===== src/rtl/temp_log_sequencer.sv =====
// Die-temperature logging controller: conditions channel-17 ADC samples and sequences
// FIFO fill/drain, clear and occupancy tracking. All outputs are registered.
module temp_log_sequencer #(
    parameter logic [4:0]  ADC_CHANNEL = 5'd17,
    parameter logic [11:0] OFFSET      = 12'd3431,
    parameter int unsigned FILL_COUNT  = 30
) (
    input  logic        clock_in,
    input  logic        reset,
    input  logic        sample_tick,
    input  logic        adc_valid,
    input  logic [4:0]  adc_channel,
    input  logic [11:0] adc_data,
    input  logic        step_n,
    input  logic        clear_req,
    input  logic        fifo_empty,
    input  logic        fifo_full,
    output logic        fifo_wrreq,
    output logic [8:0]  fifo_data,
    output logic        fifo_rdreq,
    output logic        fifo_sclr,
    output logic [4:0]  occ_count,
    output logic        mode_drain,
    output logic        write_blip
);
    typedef enum logic [1:0] {FLUSH, FILL, DRAIN} state_t;

    localparam logic [4:0] FILL_LAST = 5'(FILL_COUNT);

    state_t      state;
    logic [11:0] sample_diff;
    logic [8:0]  sample_cond;
    logic [8:0]  sample_reg;
    logic        sample_seen;
    logic        s1, s2, s3;
    logic        press;

    always_comb begin
        sample_diff = adc_data - OFFSET;
        if (adc_data < OFFSET)
            sample_cond = '0;
        else if (sample_diff > 12'd511)
            sample_cond = '1;
        else
            sample_cond = sample_diff[8:0];
    end

    // Falling edge of the synchronised active-low button
    assign press = s3 & ~s2;

    always_ff @(posedge clock_in) begin
        if (reset) begin
            sample_reg  <= '0;
            sample_seen <= 1'b0;
            s1          <= 1'b1;
            s2          <= 1'b1;
            s3          <= 1'b1;
        end else begin
            if (adc_valid && adc_channel == ADC_CHANNEL) begin
                sample_reg  <= sample_cond;
                sample_seen <= 1'b1;
            end
            s1 <= step_n;
            s2 <= s1;
            s3 <= s2;
        end
    end

    // fifo_sclr is asserted exactly while the state register holds FLUSH
    always_ff @(posedge clock_in) begin
        if (reset) begin
            state      <= FLUSH;
            fifo_sclr  <= 1'b1;
            fifo_wrreq <= 1'b0;
            fifo_rdreq <= 1'b0;
            fifo_data  <= '0;
            occ_count  <= '0;
            mode_drain <= 1'b0;
            write_blip <= 1'b0;
        end else begin
            fifo_wrreq <= 1'b0;
            fifo_rdreq <= 1'b0;
            fifo_sclr  <= 1'b0;
            if (clear_req) begin
                state      <= FLUSH;
                fifo_sclr  <= 1'b1;
                mode_drain <= 1'b0;
            end else begin
                case (state)
                    FLUSH: begin
                        occ_count <= '0;
                        state     <= FILL;
                    end
                    FILL: begin
                        if (sample_tick && sample_seen && !fifo_full && occ_count < FILL_LAST) begin
                            fifo_wrreq <= 1'b1;
                            fifo_data  <= sample_reg;
                            occ_count  <= occ_count + 5'd1;
                            write_blip <= ~write_blip;
                            if (occ_count == FILL_LAST - 5'd1) begin
                                state      <= DRAIN;
                                mode_drain <= 1'b1;
                            end
                        end
                    end
                    DRAIN: begin
                        if (press) begin
                            if (!fifo_empty && occ_count != '0) begin
                                fifo_rdreq <= 1'b1;
                                occ_count  <= occ_count - 5'd1;
                                if (occ_count == 5'd1) begin
                                    state      <= FILL;
                                    mode_drain <= 1'b0;
                                end
                            end else begin
                                state      <= FILL;
                                mode_drain <= 1'b0;
                            end
                        end
                    end
                    default: begin
                        state      <= FLUSH;
                        fifo_sclr  <= 1'b1;
                        mode_drain <= 1'b0;
                    end
                endcase
            end
        end
    end
endmodule


===== config.mk =====
export PLATFORM = sky130hd
export DESIGN_NAME = temp_log_sequencer
export DESIGN_NICKNAME = d
export VERILOG_FILES = /design/src/rtl/temp_log_sequencer.sv
export SDC_FILE = /design/constraint.sdc
export NUM_CORES = 1
export LEC_CHECK = 0
export BUFFER_PORTS_ARGS = -buffer_cell sky130_fd_sc_hd__buf_2
export CORE_UTILIZATION = 29
export CTS_CLUSTER_SIZE = 20
export DETAILED_ROUTE_END_ITERATION = 10
export SETUP_SLACK_MARGIN = 0.2
export SLEW_MARGIN = 20
export SYNTH_ARGS = -nofsm -noshare
export SYNTH_HDL_FRONTEND = slang
export SYNTH_SLANG_ARGS = --single-unit

===== constraint.sdc =====
create_clock -name clock_in -period 2.1 [get_ports clock_in]
set_input_delay 0.21 -clock clock_in [delete_from_list [all_inputs] [get_ports clock_in]]
set_output_delay 0.21 -clock clock_in [all_outputs]
set_load 0.05 [all_outputs]

[Word level (Yosys, flattened, before mapping)]
Cells that the tools add are included.
Cells by class
  $add $sub $neg: 3
  multiply operators: 0
  divide/modulo/power cells: 0
  $lt $le $gt $ge: 3
  equality and inequality tests: 10
  shifts and indexed selects: 0
  muxes and demuxes: 21
  bitwise logic cells: 8
  reductions and logical operators: 18
Operator list (count)
  9-bit 2-to-1 mux: 2
  5-bit 2-to-1 mux: 3
  5-bit case mux with 3 select lines: 1
  12-bit by 9-bit greater-than comparator with 1-bit output, second input constant: 1
  12-bit less-than comparator, second input constant: 1
  12-bit subtractor, second input constant: 1
  5-bit == test, second input constant: 2
  2-bit 2-to-1 mux: 5
  5-bit AND reduction: 2
  1-bit 2-to-1 mux: 8
  2-bit inequality test, second input constant: 4
  1-bit NOT: 7
  2-bit case mux with 3 select lines: 1
  3-bit OR reduction: 2
  5-bit by 1-bit adder with 5-bit output, second input constant: 1
  5-bit by 1-bit == test with 1-bit output, second input constant: 1
  1-bit logical AND: 5
  5-bit less-than comparator, second input constant: 1
  5-bit nonzero test: 1
  5-bit by 1-bit subtractor with 5-bit output, second input constant: 1
  4-bit AND reduction: 1
  4-bit OR reduction: 1
  3-bit inequality test, second input constant: 1
  1-bit case mux with 3 select lines: 1
  other kinds (8): 9
Storage, ports and cells
  flip-flop bits (word level): 34
  latch bits: 0
  memory bits (writable): 0
  bits in read-only memories: 0
  logic and storage cells: 76
  memories: 0

[Logic depth before layout (Yosys ltp)]
Gate-level depths: netlist of the first run.
  depth in word-level cells: 5
  mapped depth: 8

[Least setup slack after synthesis of the first run]
Ideal clock, no wire load.
  kind: reg2reg
  from: register occ_count[0]
  to: register mode_drain
  setup time: 0.092 ns
  arrival: 2.055 ns
  data required time: 2.008 ns
  setup slack: -0.047 ns
  cell stages (with the launch flop): 7
  clock period less this slack: 2.147 ns
  cells stage by stage: dfxtp_1 inv_1 ha_1 nor4b_1 a221oi_4 and3_1 nor4_1
Between the ends
  cells in the longest elaborated chain, start to end: 5
  elaborated cells between the ends (all ways): 13
  those cells by class: order compare (1); eq/ne (5); mux (3); reduce/logical (4)
RTL lines
  from (decl): RTL line 22  | output logic [4:0] occ_count,
  from (signal assigned): RTL line 98  | occ_count <= occ_count + 5'd1;
  from (signal assigned): RTL line 110  | occ_count <= occ_count - 5'd1;
  parallel branches: the longest is 5 deep, another holds 5-bit less-than comparator
  to (signal assigned): RTL line 87  | mode_drain <= 1'b0;
  to (signal assigned): RTL line 113  | mode_drain <= 1'b0;
  to (signal assigned): RTL line 117  | mode_drain <= 1'b0;
  to (decl): RTL line 23  | output logic mode_drain,
Parallel ways; which one is timed is not known. The select of a mux whose other input is x is not followed.
A chain may end at the register's enable or synchronous reset.

[Worst setup path in the final report of the first run]
  from: register occ_count[3]
  to: register state[1]
Between the ends
  cells in the longest elaborated chain, start to end: 5
  elaborated cells between the ends (all ways): 13
  those cells by class: order compare (1); eq/ne (5); mux (3); reduce/logical (4)
RTL lines
  parallel branches: the longest is 5 deep, another holds 5-bit less-than comparator
  to (signal assigned): RTL line 92  | state <= FILL;
  to (signal assigned): RTL line 112  | state <= FILL;
  to (signal assigned): RTL line 116  | state <= FILL;
  to (decl): RTL line 30  | state_t state;
Parallel ways; which one is timed is not known. The select of a mux whose other input is x is not followed.

==> results of run 1 <==
path summary, 6_finish.rpt:
path | from | end | cells past startpoint
worst max register to register | occ_count[3]$_SDFFE_PP0P_ | state[1]$_SDFFE_PP0P_ | 4
worst min register to register | s1$_SDFF_PP1_ | s2$_SDFF_PP1_ | 1
worst min-delay path | step_n | s1$_SDFF_PP1_ | 2
worst max-delay path | occ_count[3]$_SDFFE_PP0P_ | state[1]$_SDFFE_PP0P_ | 4
power breakdown:
group | switching [W] | internal (W)
Combinational | 0.0000893 | 0.0000700
Clock | 0.000230 | 0.000222
Sequential | 0.00000355 | 0.000651
Total | 0.000323 | 0.000943
synth_stat cells, types with 2 or more instances:
| master | count |
|---|---|
| a21oi_1 | 10 |
| a221oi_1 | 9 |
| a22oi_1 | 3 |
| a31oi_1 | 3 |
| and3_1 | 3 |
| buf_2 | 4 |
| clkbuf_1 | 5 |
| dfxtp_1 | 34 |
| ha_1 | 10 |
| inv_1 | 11 |
| mux2i_1 | 15 |
| nand2_1 | 17 |
| nand2b_1 | 7 |
| nand3_1 | 7 |
| nand4_1 | 2 |
| nand4b_1 | 2 |
| nor2_1 | 15 |
| nor2b_1 | 2 |
| nor3_1 | 3 |
| nor4_1 | 2 |
| nor4b_1 | 3 |
| o211ai_1 | 3 |
| o21ai_0 | 6 |
| or2_2 | 4 |
| or3_1 | 2 |
| xor2_1 | 4 |
metal layers:
| layer | global-route usage | share of wire | vias up | wire length (um) |
|---|---|---|---|---|
| met5 | 0 | 0 | - | 0 |
| met4 | 0.0508 | 0.019 | 0 | 84 |
| met3 | 0.0326 | 0.049 | 9 | 214 |
| met2 | 0.211 | 0.46 | 52 | 2020 |
| met1 | 0.148 | 0.47 | 815 | 2070 |
| li1 | - | - | 878 | - |
area by class of cell:
class / instances / area (sq um) / share of cell area
Clock buffer: 5 / 68.8 / 0.0292
Clock inverter: 2 / 10.0 / 0.00425
Inverter: 11 / 41.3 / 0.0175
Multi-Input combinational cell: 159 / 1180 / 0.501
Sequential cell: 34 / 684 / 0.291
Tap cell: 77 / 96.3 / 0.0409
Timing Repair Buffer: 51 / 275 / 0.117
timing repair:
item	in CTS	in global routing
setup buffers	0	3
gates resized for setup	0	4
setup endpoints to repair	0	4
stage by stage:
| stage | instances | instance area (sq um) | setup WS [ns] | hold WS, ns |
|---|---|---|---|---|
| 2_1_floorplan | 214 | 1940 | 0.203 | 0.286 |
| 3_3_place_gp | 329 | 2240 | 0.287 | 0.391 |
| 3_5_place_dp | 329 | 2240 | 0.224 | 0.398 |
| 4_1_cts | 336 | 2320 | 0.207 | 0.105 |
| 5_1_grt | 339 | 2350 | 0.166 | 0.103 |
| 6_report | 339 | 2350 | 0.255 | 0.117 |
worst max-delay path, cell delays in order, from the launching register on:
cell       delay [ns]
dfxtp_1          0.46
or3_4            0.44
a221oi_4         0.34
a31oi_1          0.16
a2111oi_2        0.34
logic make-up (layout without fill, tap and decap cells):
family          count (synthesis)  count (layout)  share of synthesized area
fa+ha+maj                      10              10                     0.0646
mux                            16              16                     0.0834
flops                          34              34                      0.352
simple gates                   78              78                      0.227
buf+inv                        21              69                     0.0472
compound gates                 50              50                      0.204
xor+xnor                        5               5                     0.0226
==> summary.txt, run 1 <==
GRT
  – Initial antenna violation count: 0
  – Largest net degree at the start of global routing: 36
  – Vias in the first global route: 1535
  – Total global-route track usage: 0.124
  – First-pass GRT wire length: 7.00 mm
  – Total grt overflow: 0

CTS
  – H-tree depth: 2
  – CTS Buf Count: 5
  – Hold Buf Count CTS: 0
  – Clk buf depth: 2
  – CTS tree: yes
  – Clk Latency, worst-skew pair: roughly 0.28 ns
  – Root Driver: clkbuf_8
  – Clk pin slew, worst setup/hold paths: 0.07 ns
  – Sink Count: 34

Setup path
  – Worst Path Arrival: just over 2 ns
  – Worst setup SP type: flop
  – Setup Crit Path Kind: reg2reg
  – Reg2reg setup slack: 0.26 ns
  – CP required: 2.28 ns
  – CP Capture Type: flop
  – Max Fanout on Critical Path: 13

Floorplanning
  – I/O pin cnt: 44
  – Die height: 83.7 um
  – Initial Util: 0.303
  – Core Region: 0.00639 sq mm
  – Die footprint: roughly 0.0070 sq mm
  – Die width: 83.7 um
  – Placement row count: 29

Routing
  – Final WL: approximately 4.4 mm
  – Wire per inst: roughly 13 um
  – Residual DRC: 0
  – DR iter-0 viols: 69
  – DR pass1 iterations: 4
  – Routed Antenna Nets: 0
  – Vias per cell: 5.17
  – Vias post-DR: 1754

Yosys
  – Yosys top cell by area: dfxtp_1
  – Post-synthesis sequential area ratio: 0.352
  – EDFF count, synth: 0
  – Post-Synthesis Cells: 214
  – Synth Register Bits: 34
  – Main flop type after synthesis: dfxtp_1
  – Netlist Area Pre-Place: a little under 0.002 sq mm
  – Largest cells by area after synthesis: dfxtp_1 35%, mux2i_1 7.8%, ha_1 6.5%, a221oi_1 4.1%, nand2_1 3.3%
  – Asr flop ratio synth: 0
  – Synth top area share: 0.352
  – Syn_nets: about 250
  – Synth unique cells: 54
  – Syn avg cell area: 9.04 sq um
  – Yosys warning count: 0

Power
  – PwrDens: 538 mW/mm^2
  – Static leakage: between 1 and 1.5 nW
  – Total power: 0.00127 W
  – Maximum VDD drop: 0.201 mV

Place
  – Gpl congestion: between 0.7 and 0.8
  – Dpl hpwl: approximately 3.1 mm
  – I/O Buffers: 43

Layout
  – Final net count: 297
  – Most frequent cells in the layout: 43 x buf_2, 31 x dfxtp_1, 17 x nand2_1
  – Final core utilization: 0.369
  – Commonest non-fill, non-tap cell in the layout: buf_2
  – Synthesis-to-finish area growth: 21.7%
  – Filler instances: ~660
  – Share of layout cells above drive strength 1: 0.298
  – Ant diodes: 0

Timing
  – Setup violators final: 0
  – Final period util: 0.878
  – Setup TNS: 0 ns
  – Max Clk Rate: 542 MHz
  – RSZ-0062 raised after global routing: true
  – Slew @ Worst Pin: 0.620 ns
  – Final Max Tran Viols: 0
  – Final Hold Vio Count: 0
  – Relative slew slack: 0.587
  – Worst-case clock skew: 0.00218 ns
  – Post-layout minimum cycle time: 1.84 ns

Hold path
  – Hold Path Class: in2reg

Job
  – Max cap viols: 0

Run status
  – Status: finished, final reports clean
No activity file was read; power rests on OpenSTA's default activity.
==> run 2: changes to the inputs <==
Settings changed: CAP_MARGIN set to 5, CELL_PAD_IN_SITES_DETAIL_PLACEMENT set to 1, CELL_PAD_IN_SITES_GLOBAL_PLACEMENT set to 2, PLACE_DENSITY_LB_ADDON set to 0.1.
==> run 2 against run 1 <==
  * Sequential power about the same
  * Sequential share of layout area down 0.72 points
  * Hold slack got worse by 0.020 ns
  * Die area stayed put
  * First-iteration DRC count down 51%
  * Final cell count increased by 0.29%
  * Critical path type unchanged
  * Largest cell class unchanged
==> summary.txt, run 2 (synthesis results as in run 1) <==
Setup path
  – Worst setup SP type: flop
  – Slowest stage cell, crit path: dfxtp_1
  – Setup Crit Path Kind: reg2reg
  – Reg2reg setup slack: 0.24 ns (-0.02 ns)
  – Crit-path max cell delay: 0.38 ns (-0.08 ns)
  – CP required: 2.29 ns (about the same)
  – Worst Path Arrival: 2.05 ns (+0.02 ns)
  – Max Fanout on Critical Path: 7 (-6)
  – CP Capture Type: flop
  – Crit-path cells: inv_1 > ha_1 > nor2b_1 > a221oi_4 > a31oi_1 > a2111oi_2

GRT
  – Total grt overflow: 0 (unchanged)
  – Initial antenna violation count: 0 (unchanged)
  – Met1 Track Usage GR: 0.182 (+0.0340)
  – Total global-route track usage: 0.153 (+0.0292)
  – Global routing usage on met3: 0.0317 (-0.000989)
  – First-pass GRT wire length: 8.71 mm (+24%)
  – Vias in the first global route: 1843 (+20%)
  – Largest net degree at the start of global routing: 36 (unchanged)
  – Global routing usage on met2: 0.277 (+0.0665)
  – GR peak layer: met2

Timing
  – Max Clk Rate: 538 MHz (-0.81%)
  – Relative slew slack: 0.565 (-0.0222)
  – RSZ-0062 raised after global routing: true
  – Worst-case clock skew: 0.00589 ns (+0.00372 ns)
  – Setup violators final: 0 (unchanged)
  – Setup TNS: 0 ns (unchanged)
  – Final Hold Vio Count: 0 (unchanged)
  – Slew @ Worst Pin: 0.653 ns (+0.0333 ns)
  – Final period util: 0.886 (+0.00716)
  – Post-layout minimum cycle time: 1.86 ns (+0.0150 ns)
  – Final Max Tran Viols: 0 (unchanged)

Power
  – Static leakage: 1.08 nW (+2.6%)
  – Maximum VDD drop: 0.313 mV (+55%)
  – PwrDens: 647 mW/mm^2 (+20%)

Routing
  – Residual DRC: 0 (unchanged)
  – Routed Antenna Nets: 0 (unchanged)
  – DR pass1 iterations: 4 (unchanged)
  – Final WL: 5.12 mm (+17%)
  – Vias per cell: 5.26 (+1.8%)
  – Vias post-DR: 1790 (+2.1%)
  – DR iter-0 viols: 34 (-51%)
  – Wire per inst: 15.1 um (+16%)

CTS
  – Clk buf depth: 2 (unchanged)
  – Clk Latency, worst-skew pair: 0.29 ns (about the same)
  – H-tree depth: 2 (unchanged)
  – CTS tree: yes
  – CTS Buf Count: 5 (unchanged)
  – Sink Count: 34 (unchanged)
  – Clk pin slew, worst setup/hold paths: 0.08 ns (about the same)
  – Root Driver: clkbuf_8
  – # Post-CTS Setup Buffers: 0 (unchanged)
  – Hold Buf Count CTS: 0 (unchanged)

Layout
  – Final Non-Filler Cells: 340 (+0.29%)
  – Share of layout cells above drive strength 1: 0.293 (-0.00493)
  – Ant diodes: 0 (unchanged)
  – Most frequent cells in the layout: 43 x buf_2, 32 x dfxtp_1, 17 x nand2_1
  – Filler instances: 767 (+16%)
  – Final net count: 297 (unchanged)
  – Commonest non-fill, non-tap cell in the layout: buf_2
  – Synthesis-to-finish area growth: 24.5%
  – Final core utilization: 0.377 (+0.00862)

Floorplanning
  – I/O pin cnt: 44 (unchanged)
  – Placement row count: 29 (unchanged)
  – Die footprint: 0.00700 sq mm (unchanged)
  – Die width: 83.7 um (unchanged)
  – Die height: 83.7 um (unchanged)
  – Core Region: 0.00639 sq mm (unchanged)
  – Initial Util: 0.303 (unchanged)

Place
  – Inst Count DP: 332 (+0.91%)
  – Dpl hpwl: 3.77 mm (+21%)
  – I/O Buffers: 43 (unchanged)
  – Gpl congestion: 0.742 (-7.2%)

Job
  – Max cap viols: 0 (unchanged)

Hold path
  – Hold Path Class: in2reg

Run status
  – Status: finished, final reports clean
## run 2: final cells by class
class,count,area (sq um),area share
Inverter,11,41.3,0.0171
Timing Repair Buffer,51,275,0.114
Sequential cell,34,683,0.283
Clock inverter,3,68.8,0.0286
Multi-Input combinational cell,159,1180,0.488
Tap cell,77,96.3,0.0400
Clock buffer,5,68.8,0.0286
## run 2: final timing paths
kind                                             from                     to  cells after the start
worst min register to register          s1$_SDFF_PP1_          s2$_SDFF_PP1_                      1
worst max register to register  state[0]$_SDFFE_PP0P_  state[1]$_SDFFE_PP0P_                      6
worst max-delay path            state[0]$_SDFFE_PP0P_  state[1]$_SDFFE_PP0P_                      6
worst min-delay path                           step_n          s1$_SDFF_PP1_                      2
## run 2: what timing repair did
item                                    CTS  global route
endpoints found under the setup margin    1             4
resized for setup                         1             1
pin swaps                                 0             1
## run 2: worst max-delay path, delay by kind of cell (launching register included)
kind | cells | cell delay (ns)
compound gates | 3 | 0.81
fa+ha+maj | 1 | 0.29
buf+inv | 1 | 0.08
flops | 1 | 0.38
simple gates | 1 | 0.20
## run 2: layer usage
layer	share of wire	up-vias
met2	0.50	28
met5	0	-
met1	0.46	870
li1	-	884
met3	0.032	8
met4	0.012	0
## run 2: where the power goes
part / internal, W / switching [W]
clock network: 0.000476 / 0.000270
logic: 0.0000661 / 0.0000927
registers: 0.000650 / 0.00000377
## run 2: stage by stage
| stage | worst slack, ns | hold WS, ns | instance area (sq um) | power [W] |
|---|---|---|---|---|
| after floorplan | 0.203 | 0.286 | 1940 | 0.000758 |
| after global placement | 0.204 | 0.391 | 2260 | 0.000831 |
| after detailed placement | 0.209 | 0.396 | 2260 | 0.000830 |
| after CTS | 0.210 | 0.0890 | 2400 | 0.00158 |
| after global routing | 0.172 | 0.101 | 2410 | 0.00162 |
| final | 0.240 | 0.0972 | 2410 | 0.00156 |
==> run 3: changes to the inputs <==
Settings changed: ABC_AREA set to 1.
==> run 3 against run 2 <==
  * First-iteration DRC count decreased by 38%
  * Critical endpoint is now occ_count[0]$_SDFFE_PP0P_
  * Maximum frequency increased by 3.7%
  * Largest power group is now registers
  * Sequential share of layout area increased by 1.9 points
  * Critical path depth increased by 2
  * Global-route usage decreased by 0.37 points
  * Clock power decreased by 41%
  * Clock-buffer cell count unchanged
  * Largest cell class unchanged
  * Combinational power increased by 48%
==> summary.txt, run 3 <==
Run status
  – Status: finished, final reports clean

CTS
  – CTS Buf Count: 5 (unchanged)
  – Clk buf depth: 2 (unchanged)
  – Post-CTS Resized: 0 (-1)
  – Hold Buf Count CTS: 0 (unchanged)
  – # Post-CTS Setup Buffers: 0 (unchanged)
  – Sink Count: 34 (unchanged)
  – Clk pin slew, worst setup/hold paths: 0.07 ns (about the same)
  – Clk Latency, worst-skew pair: 0.28 ns (about the same)
  – CTS tree: yes
  – Root Driver: clkbuf_8
  – H-tree depth: 2 (unchanged)

Timing
  – Final Max Tran Viols: 0 (unchanged)
  – Final Hold Vio Count: 0 (unchanged)
  – RSZ-0062 raised after global routing: true
  – Setup TNS: 0 ns (unchanged)
  – Worst-case clock skew: 0.00343 ns (-0.00247 ns)
  – Final period util: 0.854 (-0.0319)
  – Setup violators final: 0 (unchanged)
  – Max Clk Rate: 558 MHz (+3.7%)
  – Relative slew slack: 0.647 (+0.0824)
  – Post-layout minimum cycle time: 1.79 ns (-0.0670 ns)
  – Slew @ Worst Pin: 0.526 ns (-0.128 ns)

Floorplanning
  – I/O pin cnt: 44 (unchanged)
  – Die footprint: 0.00681 sq mm (-2.8%)
  – Initial Util: 0.308 (+0.00540)
  – Die height: 82.5 um (-1.4%)
  – Die width: 82.5 um (-1.4%)
  – Core Region: 0.00610 sq mm (-4.5%)
  – Placement row count: 28 (-3.4%)

Routing
  – DR iter-0 viols: 21 (-38%)
  – Routed Antenna Nets: 0 (unchanged)
  – Final WL: 4.59 mm (-10%)
  – Vias per cell: 4.70 (-11%)
  – DR pass1 iterations: 4 (unchanged)
  – Wire per inst: 11.8 um (-21%)
  – Residual DRC: 0 (unchanged)
  – Vias post-DR: 1824 (+1.9%)

Job
  – Max cap viols: 0 (unchanged)

Yosys
  – Synth Register Bits: 34 (unchanged)
  – Yosys top cell by area: dfxtp_1
  – Post-synthesis sequential area ratio: 0.362 (+0.0103)
  – Synth top area share: 0.362 (+0.0103)
  – Post-Synthesis Cells: 267 (+25%)
  – Syn avg cell area: 7.04 sq um (-22%)
  – Main flop type after synthesis: dfxtp_1
  – Asr flop ratio synth: 0 (unchanged)
  – Top-count cell post-synth: nand2_1
  – Yosys warning count: 0 (unchanged)
  – Top post-synthesis cells by count: 68 x nand2_1, 34 x dfxtp_1, 30 x nand3_1, 29 x a21oi_1, 28 x inv_1
  – Netlist Area Pre-Place: 0.00188 sq mm (-2.8%)
  – EDFF count, synth: 0 (unchanged)
  – Syn_nets: 302 (+21%)
  – Synth unique cells: 30 (-44%)
  – Largest cells by area after synthesis: dfxtp_1 36%, nand2_1 14%, nand3_1 8.0%, a21oi_1 7.7%, ha_1 6.7%

Power
  – Sequential share of power: 0.496 (+0.077)
  – PwrDens: 593 mW/mm^2 (-8.4%)
  – Sw Pwr: 0.000382 W (+4.1%)
  – Pint: 0.000959 W (-20%)
  – Switching share of power: 0.285 (+0.0494)
  – Combinational Power Share: 0.176 (+0.074)
  – Maximum VDD drop: 0.270 mV (-14%)
  – Clk pwr share: 0.329 (-0.150)
  – Total power: 0.00134 W (-14%)
  – Static leakage: 1.01 nW (-6.2%)

GRT
  – Total grt overflow: 0 (unchanged)
  – Largest net degree at the start of global routing: 30 (-17%)
  – Vias in the first global route: 1766 (-4.2%)
  – First-pass GRT wire length: 7.71 mm (-11%)
  – Initial antenna violation count: 0 (unchanged)
  – Total global-route track usage: 0.149 (-0.00373)

Layout
  – Commonest non-fill, non-tap cell in the layout: nand2_1
  – Final core utilization: 0.371 (-0.00625)
  – Register area: 683 sq um (unchanged)
  – Filler instances: 804 (+4.8%)
  – Most frequent cells in the layout: 68 x nand2_1, 43 x buf_2, 32 x dfxtp_1
  – Synthesis-to-finish area growth: 20.3%
  – Ant diodes: 0 (unchanged)
  – Multi-input logic area: 0.00105 sq mm (-11%)
  – Final net count: 348 (+17%)
  – Share of layout cells above drive strength 1: 0.233 (-0.0595)

Setup path
  – CP required: 2.24 ns (-0.05 ns)
  – Worst Path Arrival: 1.93 ns (-0.12 ns)
  – Setup Crit Path Kind: reg2reg
  – CP Capture Type: flop
  – Worst setup SP type: flop
  – Max Fanout on Critical Path: 7 (unchanged)

Place
  – Gpl congestion: 0.767 (+3.4%)
  – I/O Buffers: 43 (unchanged)
  – Dpl hpwl: 3.69 mm (-2.2%)

Hold path
  – Hold Path Class: in2reg
-- run 3: final cells by class --
class	instances	share of cell area
flip-flops and latches	34	0.302
inverters	31	0.0514
repair buffers	46	0.105
clock inverters	2	0.00442
clock buffers	5	0.0304
multi-input cells	195	0.465
well taps	75	0.0415
-- run 3: through the flow --
| stage | cells | instance area (sq um) | hold WS, ns | worst slack (ns) |
|---|---|---|---|---|
| global placement | 381 | 2180 | 0.394 | 0.277 |
| detailed placement | 381 | 2180 | 0.400 | 0.282 |
| CTS | 388 | 2260 | 0.106 | 0.266 |
| global route | 388 | 2260 | 0.104 | 0.119 |
| finish | 388 | 2260 | 0.121 | 0.307 |
| floorplan | 267 | 1880 | 0.314 | 0.333 |
-- run 3: critical path: stages, from the launching register on --
cell	delay, ns
dfxtp_2	0.39
inv_1	0.12
ha_1	0.21
a31oi_1	0.32
nor2_1	0.13
nor3_4	0.25
inv_2	0.10
nand2_1	0.07
a21oi_1	0.06
-- run 3: worst paths after layout --
check | from | endpoint | cells after the start | slack, ns
worst max-delay path | occ_count[0]$_SDFFE_PP0P_ | occ_count[0]$_SDFFE_PP0P_ | 8 | 0.31
worst min-delay path | step_n | s1$_SDFF_PP1_ | 2 | 0.12
worst max register to register | occ_count[0]$_SDFFE_PP0P_ | occ_count[0]$_SDFFE_PP0P_ | 8 | 0.31
worst min register to register | s1$_SDFF_PP1_ | s2$_SDFF_PP1_ | 1 | 0.43
-- run 3: cells by family (layout without fill, tap and decap cells) --
group	Yosys count	after routing	synth area share
xor gates and xnor gates	9	9	0.0419
and+or+nand+nor	129	129	0.316
AOI/OAI and AO/OA	47	47	0.135
DFF	34	34	0.362
buffers and inverters	38	84	0.0785
adders and majority gates	10	10	0.0665
-- run 3: per-layer routing --
| layer | wire, um | vias to the layer above | track usage |
|---|---|---|---|
| met1 | 2100 | 849 | 0.174 |
| met2 | 2320 | 19 | 0.274 |
| met5 | 0 | - | 0 |
| li1 | - | 951 | - |
| met3 | 118 | 5 | 0.0297 |
| met4 | 57 | 0 | 0.0466 |
-- run 3: power groups by stage --
stage | combinational [W] | sequential, W | clock [W]
CTS | 0.000241 | 0.000664 | 0.000467
detailed placement | 0.000239 | 0.000679 | 0
global placement | 0.000238 | 0.000678 | 0
finish | 0.000235 | 0.000664 | 0.000441
floorplan | 0.000152 | 0.000691 | 0
global route | 0.000270 | 0.000666 | 0.000493
